## src/rtl/bram_stream_reader.sv

```systemverilog
// Streams a run of words out of a 256x16 block RAM onto a valid/ready port.
// Reads are throttled so the two-entry output FIFO can never overflow:
// buffered words plus the one possibly in flight in the BRAM never exceed two.
module bram_stream_reader (
    input  logic        i_clk,
    input  logic        i_rst_n,
    input  logic        i_start,
    input  logic [7:0]  i_base,
    input  logic [8:0]  i_len,
    output logic        o_busy,
    output logic        o_done,
    output logic        o_rd_en,
    output logic [7:0]  o_raddr,
    input  logic [15:0] i_rdata,
    output logic        o_valid,
    output logic [15:0] o_data,
    input  logic        i_ready
);

    localparam int unsigned AW = 8;
    localparam int unsigned DW = 16;
    localparam int unsigned LW = 9;

    typedef enum logic [1:0] {
        IDLE  = 2'd0,
        RUN   = 2'd1,
        FLUSH = 2'd2
    } state_t;

    state_t         state;
    logic [LW-1:0]  issue_left;
    logic [LW-1:0]  deliver_left;
    logic [1:0]     occ;
    logic           inflight;
    logic [DW-1:0]  tail;

    logic           pop_c;
    logic [2:0]     load_c;
    logic [1:0]     occ_next_c;

    // Pop handshake, FIFO load projection and read-issue decision
    always_comb begin
        pop_c      = o_valid & i_ready;
        load_c     = 3'(occ) + 3'(inflight) - 3'(pop_c);
        occ_next_c = occ + 2'(inflight) - 2'(pop_c);
        o_rd_en    = (state == RUN) && (issue_left != '0) && (load_c < 3'd2);
    end

    // Control FSM, address/length counters and the two-entry output FIFO
    always_ff @(posedge i_clk or negedge i_rst_n) begin
        if (!i_rst_n) begin
            state        <= IDLE;
            o_busy       <= 1'b0;
            o_done       <= 1'b0;
            o_raddr      <= '0;
            o_valid      <= 1'b0;
            o_data       <= '0;
            tail         <= '0;
            occ          <= '0;
            inflight     <= 1'b0;
            issue_left   <= '0;
            deliver_left <= '0;
        end else begin
            o_done   <= 1'b0;
            inflight <= o_rd_en;
            occ      <= occ_next_c;
            o_valid  <= (occ_next_c != 2'd0);

            // o_data is the FIFO head, tail holds the second word
            if (inflight && ((occ == 2'd0) || ((occ == 2'd1) && pop_c))) begin
                o_data <= i_rdata;
            end else if (inflight) begin
                tail <= i_rdata;
            end else if (pop_c && (occ == 2'd2)) begin
                o_data <= tail;
            end

            if (o_rd_en) begin
                o_raddr    <= o_raddr + AW'(1);
                issue_left <= issue_left - LW'(1);
            end

            if (pop_c) begin
                deliver_left <= deliver_left - LW'(1);
            end

            case (state)
                IDLE: begin
                    if (i_start) begin
                        if (i_len != '0) begin
                            o_raddr      <= i_base;
                            issue_left   <= i_len;
                            deliver_left <= i_len;
                            o_busy       <= 1'b1;
                            state        <= RUN;
                        end else begin
                            o_done <= 1'b1;
                        end
                    end
                end
                RUN: begin
                    if (o_rd_en && (issue_left == LW'(1))) begin
                        state <= FLUSH;
                    end
                end
                FLUSH: begin
                    if (pop_c && (deliver_left == LW'(1))) begin
                        o_busy <= 1'b0;
                        o_done <= 1'b1;
                        state  <= IDLE;
                    end
                end
                default: begin
                    o_busy <= 1'b0;
                    state  <= IDLE;
                end
            endcase
        end
    end

endmodule

```

## config.mk

```make
export PLATFORM = sky130hd
export DESIGN_NAME = bram_stream_reader
export DESIGN_NICKNAME = d
export VERILOG_FILES = /design/src/rtl/bram_stream_reader.sv
export SDC_FILE = /design/constraint.sdc
export NUM_CORES = 1
export LEC_CHECK = 0
export CORE_AREA = 4 4 84 86
export CTS_CLUSTER_DIAMETER = 120
export CTS_CLUSTER_SIZE = 40
export DETAILED_ROUTE_END_ITERATION = 6
export DIE_AREA = 0 0 88 90
export GPL_ROUTABILITY_DRIVEN = 0
export PLACE_DENSITY = 0.79
export SYNTH_ARGS = -nofsm -noshare
export SYNTH_HDL_FRONTEND = slang
export SYNTH_SLANG_ARGS = --single-unit
```

## constraint.sdc

```tcl
create_clock -name i_clk -period 3.9 [get_ports i_clk]
set_input_delay 0.39 -clock i_clk [delete_from_list [all_inputs] [get_ports i_clk]]
set_output_delay 0.39 -clock i_clk [all_outputs]
set_load 0.03 [all_outputs]
```

# Word-level counts from Yosys, hierarchy flattened
# Index checks and enable logic that the tools add are counted.
dict set report totals {
  n_memories 0
  romBits 0
  register_bits 66
  input_bits 37
  output_inout_bits 28
  ram_bits 0
  latch_bits 0
}
dict set report classes {
  addsub 7
  n_mux 28
  n_mul 0
  magnitude_cmp 1
  n_shift 0
  eq_ne 11
  n_bitwise 3
  n_div 0
  reduce_logical 18
}
# cell count
set ops {}
lappend ops {{9-bit two-way mux} 8}
lappend ops {{16-bit two-way mux} 3}
lappend ops {{8-bit two-way mux} 4}
lappend ops {{9-bit by 1-bit equality test with 1-bit output (second input constant)} 2}
lappend ops {{9-bit nonzero test} 2}
lappend ops {{9-bit by 1-bit subtractor with 9-bit output (second input constant)} 2}
lappend ops {{8-bit by 1-bit adder with 8-bit output (second input constant)} 1}
lappend ops {{2-bit two-way mux} 4}
lappend ops {{4-bit AND reduction} 2}
lappend ops {{1-bit logical AND} 7}
lappend ops {{1-bit two-way mux} 6}
lappend ops {{2-bit != test (second input constant)} 3}
lappend ops {{2-bit one-hot mux with 3 select lines} 1}
lappend ops {{2-bit by 1-bit equality test with 1-bit output (second input constant)} 2}
lappend ops {{2-bit equality test (second input constant)} 2}
lappend ops {{2-bit logical NOT} 2}
lappend ops {{2-bit by 1-bit != test with 1-bit output (second input constant)} 2}
lappend ops {{2-bit AND reduction} 2}
lappend ops {{2-bit nonzero test} 2}
lappend ops {{2-bit by 1-bit adder with 3-bit output} 1}
lappend ops {{3-bit by 2-bit less-than comparator with 1-bit output (second input constant)} 1}
lappend ops {{1-bit one-hot mux with 3 select lines} 1}
lappend ops {{3-bit by 1-bit subtractor with 3-bit output} 1}
lappend ops {{2-bit by 1-bit adder with 2-bit output} 1}
lappend ops {{other kinds (5)} 6}

# Logic depth before layout (Yosys ltp)
# Gate-level depths: netlist of the first run.
dict set report depth {
  word_depth 8
  ltp_mapped 11
  ltp_nobuf 9
}

# Worst setup path before layout of the first run
# No wires, ideal clock.
dict set report synth_path {
  path_kind {register -> output}
  from {register o_valid}
  to {output port o_rd_en}
  setup_slack_ns 0.859
  stages_incl_launch_ff 11
  path_buffers 2
  t_arrival_ns 2.651
  required_ns 3.510
  cell_sequence {dfrtp_1 nand2_2 nand2_1 nand2_1 ha_1 fa_1 nor3b_2 nand2_2 buf_6 clkbuf_1 nor2_1}
}
dict set report synth_via {
  elab_chain_len 4
}
# item line
set synth_lines {}
lappend synth_lines {{from (decl)} 15} ;# output logic o_valid,
lappend synth_lines {{from (signal assigned)} 67} ;# o_valid <= (occ_next_c != 2'd0);
lappend synth_lines {{1-bit bitwise AND} 43} ;# pop_c = o_valid & i_ready;
lappend synth_lines {{3-bit by 1-bit subtractor with 3-bit output} 44} ;# load_c = 3'(occ) + 3'(inflight) - 3'(pop_c);
lappend synth_lines {{named net load_c[1]} 38} ;# logic [2:0] load_c;
lappend synth_lines {{3-bit by 2-bit less-than comparator with 1-bit output} 46} ;# o_rd_en = (state == RUN) && (issue_left != '0) && (load_c < 3'd2);
lappend synth_lines {{1-bit logical AND} 46}
lappend synth_lines {{to (decl)} 12} ;# output logic o_rd_en,
# The timed path passes the listed nets, and every way through them passes these cells.

# Worst setup path in the final report of the first run
dict set report layout_path {
  from {input port i_ready}
  to {output port o_rd_en}
}
dict set report layout_via {
  elab_chain_len 4
}
# item line
set layout_lines {}
lappend layout_lines {{from (decl)} 17} ;# input logic i_ready
lappend layout_lines {{1-bit bitwise AND} 43}
lappend layout_lines {{3-bit by 1-bit subtractor with 3-bit output} 44}
lappend layout_lines {{named net load_c[1]} 38}
lappend layout_lines {{3-bit by 2-bit less-than comparator with 1-bit output} 46}
lappend layout_lines {{1-bit logical AND} 46}
# The timed path passes the listed nets, and every way through them passes these cells.

==> results.sh, run 1 <==
export IMPL_status="finished clean"
export IMPL_numCtsBuffers=9
export IMPL_synth_xor_area_share_pct=2.16
export IMPL_synthMuxAreaShare_pct=6.48
export IMPL_synth_simple_area_share_pct=15.8
export IMPL_drt_iter0_drc=89
export IMPL_diodes=0
export IMPL_wl_um=7310
export IMPL_io_buffers=64
export IMPL_slew_headroom_pct=27.7
export IMPL_p_leak_nw=1.74
export IMPL_rsz0062_at_grt="false"
export IMPL_yosysSeqAreaShare_pct=50.9
export IMPL_cts_root_buf="clkbuf_8"
export IMPL_synth_fa_ha_area_share_pct=2.93
export IMPL_pre_cts_ws_ns=0.339
export IMPL_yosys_area_top_type="dfrtp_1"
export IMPL_synth_cell_types=50
export IMPL_async_flop_share_pct=100
export IMPL_grt_pass1_vias=2523
export IMPL_p_total_mw=3.50
export IMPL_drc=0
export IMPL_p_per_area_nw_per_um2=840
export IMPL_worst_pin_slew_ns=1.08
export IMPL_synth_compound_area_share_pct=18.0
export IMPL_peakVddDrop_mv=0.481
export IMPL_endpoint_kind="output port"
export IMPL_min_period_over_period_pct=91.5
export IMPL_place_inst=430
export IMPL_rows=29
export IMPL_die_area_um2=7920
export IMPL_path_cells="clkdlybuf4s50_1, nand2_2, nand2_1, nand2_1, ha_1, fa_1, nor3b_2, nand2_2, nor2_1, clkdlybuf4s50_1"
export IMPL_first_pass_iters=4
export IMPL_syn_inst=297
export IMPL_die_w_um=88
export IMPL_startpoint="i_ready"
export IMPL_ios=65
export IMPL_fmax_mhz=280
export IMPL_grt_max_degree=50
export IMPL_num_nets_final=408
export IMPL_ys_ff_latch=66
export IMPL_core_area_um2=6280
export IMPL_grt_first_pass_wirelength_um=12300
export IMPL_worstSetupPathType="in -> out"
export IMPL_grt_usage_pct=19.6
export IMPL_htree_levels=3
export IMPL_drt_vias_per_instance=5.81
export IMPL_crit_arrival_ns=3.18
export IMPL_finClkSkew_ns=0.00695
export IMPL_finalHoldViolCount=0
export IMPL_finalSetupViolCount=0
export IMPL_worst_hold_slack_ns=0.243
export IMPL_worst_path_max_delay_cell="clkdlybuf4s50_1"
export IMPL_vias=2593
export IMPL_post_route_min_period_ns=3.57
export IMPL_synth_top_area_share_pct=50.9
export IMPL_max_stage_delay_ns=0.70
export IMPL_drv_slew=0
export IMPL_synth_top_family_by_area="compound AO/OA/AOI/OAI gates"
export IMPL_worst_slack_ns=0.332
export IMPL_start_util_pct=51.7
export IMPL_syn_avg_cell_area_um2=10.9
export IMPL_post_cts_resized=0
export IMPL_die_y_um=90
export IMPL_instances_no_fill=446
export IMPL_wl_per_cell_um=16.4
export IMPL_antenna_found_initial=0
export IMPL_crit_fanout=7
export IMPL_syn_area_um2=3240
export IMPL_clock_sinks=66
export IMPL_cts_hold_buf=0
export IMPL_tns_ns=0
export IMPL_post_cts_buffers=0
export IMPL_cap_violations=0
export IMPL_cp_start_kind="input port"
export IMPL_dp_hpwl_um=5210
export IMPL_hold_path_class="in -> async"
export IMPL_clkTransAtPathRegs_ns=0.08
export IMPL_regToRegStartpoint="o_valid"
export IMPL_area_growth_synth_to_final_pct=28.5
export IMPL_synthFlopType="dfrtp_1"
export IMPL_cts_tree="built"
export IMPL_synthTopCellsByArea="dfrtp_1 51%, mux2_2 5.6%, a22o_1 3.5%"
export IMPL_clkLatencyLatePin_ns=0.34
export IMPL_synthesis_nets=341
export IMPL_ant_nets=0
export IMPL_n_fill_cell=519
export IMPL_synth_edf_count=0
export IMPL_yosys_warnings=0
export IMPL_layout_drive_gt1_share_pct=13.6
export IMPL_required_ns=3.51
export IMPL_grt_overflow_total=0
export IMPL_clockBufferDepth=2
[Yosys cell counts (5+ instances only)]
library cell	number
dfrtp_1	66
nor2_1	22
mux2_2	16
a31oi_1	15
a21o_1	14
nand3_1	14
a22o_1	13
nand2_1	13
o21ai_0	13
a21oi_1	11
inv_1	10
or4_1	7
buf_2	6
ha_1	6
o31ai_1	6
or3_1	5
xor2_1	5
[flip-flops by register name, summed over array words and instances (netlist names)]
register      count
tail             16
o_valid           1
occ               2
state             2
issue_left        9
o_busy            1
inflight          1
deliver_left      9
o_raddr           8
o_done            1
o_data           16
[through the flow]
stage	area, µm²	utilization [%]
6_report	4170	66.4
3_5_place_dp	3950	62.9
2_1_floorplan	3240	-
4_1_cts	4170	66.4
5_1_grt	4170	66.4
3_3_place_gp	3950	62.9
[final cells by class]
cell class	count	area, µm²	share of cell area [%]
multi-input combinational	207	1490	35.6
inverter	10	37.5	0.900
clock inverter	7	93.8	2.25
sequential	66	1650	39.6
tap	77	96.3	2.31
clock buffer	9	124	2.97
timing repair buffer	70	681	16.3
[critical path: cells and delay by family]
kind / cells / cell delay, ns
fa+ha+maj: 2 / 0.70
buf+inv: 2 / 1.27
simple gates: 6 / 0.82
[per-layer routing]
layer	up-vias	part of all wire (%)	global-route usage [%]	routed length, µm
li1	1237	-	-	-
met1	1272	45	26.8	3310
met2	75	47	30.7	3450
met3	9	5.9	3.29	432
met4	0	1.7	8.44	121
met5	-	0	0	0
[power by group]
group	switching, mW	total [mW]	internal [mW]	leakage, nW
clock network	0.270	0.628	0.358	0.105
logic	0.864	1.60	0.735	0.863
registers	0.264	1.28	1.01	0.776
total	1.40	3.50	2.11	1.74
[final timing paths]
kind,end,slack [ns],cells after the start
min in group i_clk,o_data[4],0.47,1
max,o_rd_en,0.33,10
max reg2reg,issue_left[6],1.05,10
max in group asynchronous,tail[8],2.79,2
min reg2reg,o_data[4],0.47,1
min,o_data[9],0.24,1
[cell usage in the layout, fill, tap and decap left out, types with 6 or more instances in the layout]
| cell type | instances |
|---|---|
| a21o_1 | 14 |
| a21oi_1 | 11 |
| a22o_1 | 13 |
| a31oi_1 | 15 |
| buf_4 | 6 |
| clkbuf_8 | 9 |
| clkdlybuf4s50_1 | 63 |
| dfrtp_1 | 66 |
| ha_1 | 6 |
| inv_1 | 10 |
| mux2_2 | 16 |
| nand2_1 | 13 |
| nand3_1 | 14 |
| nor2_1 | 22 |
| o21ai_0 | 13 |
| o31ai_1 | 6 |
| or4_1 | 7 |
[logic make-up (layout without fill, tap and decap cells)]
group	Yosys count	in the layout
AOI/OAI and AO/OA	84	84
xor gates and xnor gates	8	8
adders and majority gates	7	7
buffers and inverters	24	96
DFF	66	66
muxes	19	19
and+or+nand+nor	89	89
No activity file was read; power rests on OpenSTA's default activity.
==> inputs of run 2 (changes only) <==
--- a/config.mk
+++ b/config.mk
@@ -5,13 +5,13 @@
 export SDC_FILE = /design/constraint.sdc
 export NUM_CORES = 1
 export LEC_CHECK = 0
-export CORE_AREA = 4 4 84 86
+export CORE_AREA = 2 2 100 102
 export CTS_CLUSTER_DIAMETER = 120
 export CTS_CLUSTER_SIZE = 40
 export DETAILED_ROUTE_END_ITERATION = 6
-export DIE_AREA = 0 0 88 90
+export DIE_AREA = 0 0 102 104
 export GPL_ROUTABILITY_DRIVEN = 0
-export PLACE_DENSITY = 0.79
+export PLACE_DENSITY = 0.56
 export SYNTH_ARGS = -nofsm -noshare
 export SYNTH_HDL_FRONTEND = slang
 export SYNTH_SLANG_ARGS = --single-unit
==> run 2 against run 1 <==
  * Die area grew 34%
  * Maximum frequency is 0.50% higher
  * Flip-flop and latch count stayed put
  * Clock power increased by 4.8%
  * Worst setup slack gained 0.018 ns
  * Largest cell class unchanged
  * Highest routed layer unchanged
==> results.sh, run 2 (same netlist as run 1, synthesis figures left out) <==
export IMPL_status="finished clean"
export IMPL_crit_fanout=7
export IMPL_r2r_cells=10
export IMPL_finalSetupViolCount=0
export IMPL_drt_vias_per_instance=5.11
export IMPL_p_total_mw=3.52
export IMPL_place_inst=485
export IMPL_fmax_mhz=282
export IMPL_layout_common_cells="66 x dfrtp_1, 63 x clkdlybuf4s50_1, 22 x nor2_1"
export IMPL_dp_hpwl_um=5170
export IMPL_grt_overflow_total=0
export IMPL_die_w_um=102
export IMPL_grt_first_pass_wirelength_um=12400
export IMPL_endpoint_kind="output port"
export IMPL_cts_tree="built"
export IMPL_die_area_um2=10600
export IMPL_startpoint="i_ready"
export IMPL_postLayoutCoreUtil_pct=44.5
export IMPL_crit_arrival_ns=3.16
export IMPL_wl_per_cell_um=14.9
export IMPL_dpl_instance_area_um2=4030
export IMPL_grt_max_degree=41
export IMPL_worst_slack_ns=0.350
export IMPL_p_per_area_nw_per_um2=827
export IMPL_numCtsBuffers=9
export IMPL_antenna_found_initial=0
export IMPL_worstSetupPathType="in -> out"
export IMPL_top_regs="o_data (16), tail (16)"
export IMPL_io_buffers=64
export IMPL_clkLatencyLatePin_ns=0.34
export IMPL_clkTransAtPathRegs_ns=0.08
export IMPL_rsz0062_at_grt="false"
export IMPL_layout_drive_gt1_share_pct=13.3
export IMPL_layout_commonest_cell="dfrtp_1"
export IMPL_core_area_um2=9550
export IMPL_die_y_um=104
export IMPL_vias=2559
export IMPL_slew_headroom_pct=37.8
export IMPL_num_nets_final=407
export IMPL_worst_hold_slack_ns=0.184
export IMPL_post_cts_buffers=0
export IMPL_diodes=0
export IMPL_cp_start_kind="input port"
export IMPL_drt_iter0_drc=69
export IMPL_design_area_um2=4250
export IMPL_finClkSkew_ns=0.00458
export IMPL_clock_sinks=66
export IMPL_cts_hold_buf=0
export IMPL_area_growth_synth_to_final_pct=31.1
export IMPL_grt_usage_pct=14.9
export IMPL_regToRegStartpoint="o_valid"
export IMPL_drc=0
export IMPL_cts_root_buf="clkbuf_8"
export IMPL_ios=65
export IMPL_peakVddDrop_mv=0.363
export IMPL_first_pass_iters=4
export IMPL_drv_slew=0
export IMPL_tns_ns=0
export IMPL_post_route_min_period_ns=3.55
export IMPL_wl_um=7480
export IMPL_grt_pass1_vias=2521
export IMPL_pre_cts_ws_ns=0.335
export IMPL_clockBufferDepth=2
export IMPL_rows=36
export IMPL_worst_pin_slew_ns=0.934
export IMPL_cap_violations=0
export IMPL_p_leak_nw=1.75
export IMPL_start_util_pct=34.0
export IMPL_htree_levels=3
export IMPL_instances_no_fill=501
export IMPL_ant_nets=0
export IMPL_post_cts_resized=0
export IMPL_min_period_over_period_pct=91.0
export IMPL_required_ns=3.51
export IMPL_finalHoldViolCount=0
export IMPL_hold_path_class="in -> async"
==> run 2: metal layers <==
layer	up-vias	routed length (µm)	track usage [%]
li1	1241	-	-
met4	0	44	3.43
met1	1243	3680	20.7
met2	71	3350	22.6
met5	-	0	0
met3	4	395	4.70
==> run 2: power breakdown <==
| part | internal (mW) | switching, mW | total (mW) |
|---|---|---|---|
| Clock | 0.378 | 0.279 | 0.658 |
| Sequential | 1.01 | 0.252 | 1.27 |
| Combinational | 0.734 | 0.861 | 1.60 |
==> run 2: worst paths after layout <==
check | to | slack [ns]
min in group i_clk | o_data[8] | 0.47
hold / removal | tail[13] | 0.18
max in group asynchronous | tail[12] | 2.80
setup / recovery | o_rd_en | 0.35
setup reg to reg | o_raddr[7] | 1.08
hold reg to reg | o_data[8] | 0.47
==> run 2: critical path: stages <==
cell	delay, ns
clkdlybuf4s50_1	0.56
nand2_2	0.16
nand2_1	0.10
nand2_1	0.05
ha_1	0.19
fa_1	0.48
nor3b_2	0.27
nand2_2	0.09
nor2_1	0.15
clkdlybuf4s50_1	0.71
==> run 2: area by class of cell <==
type | count | area [µm²]
Timing Repair Buffer | 69 | 686
Multi-Input combinational cell | 207 | 1490
Clock inverter | 6 | 88.8
Fill cell | 970 | 5300
Tap cell | 133 | 166
Clock buffer | 10 | 138
Sequential cell | 66 | 1650
Inverter | 10 | 37.5
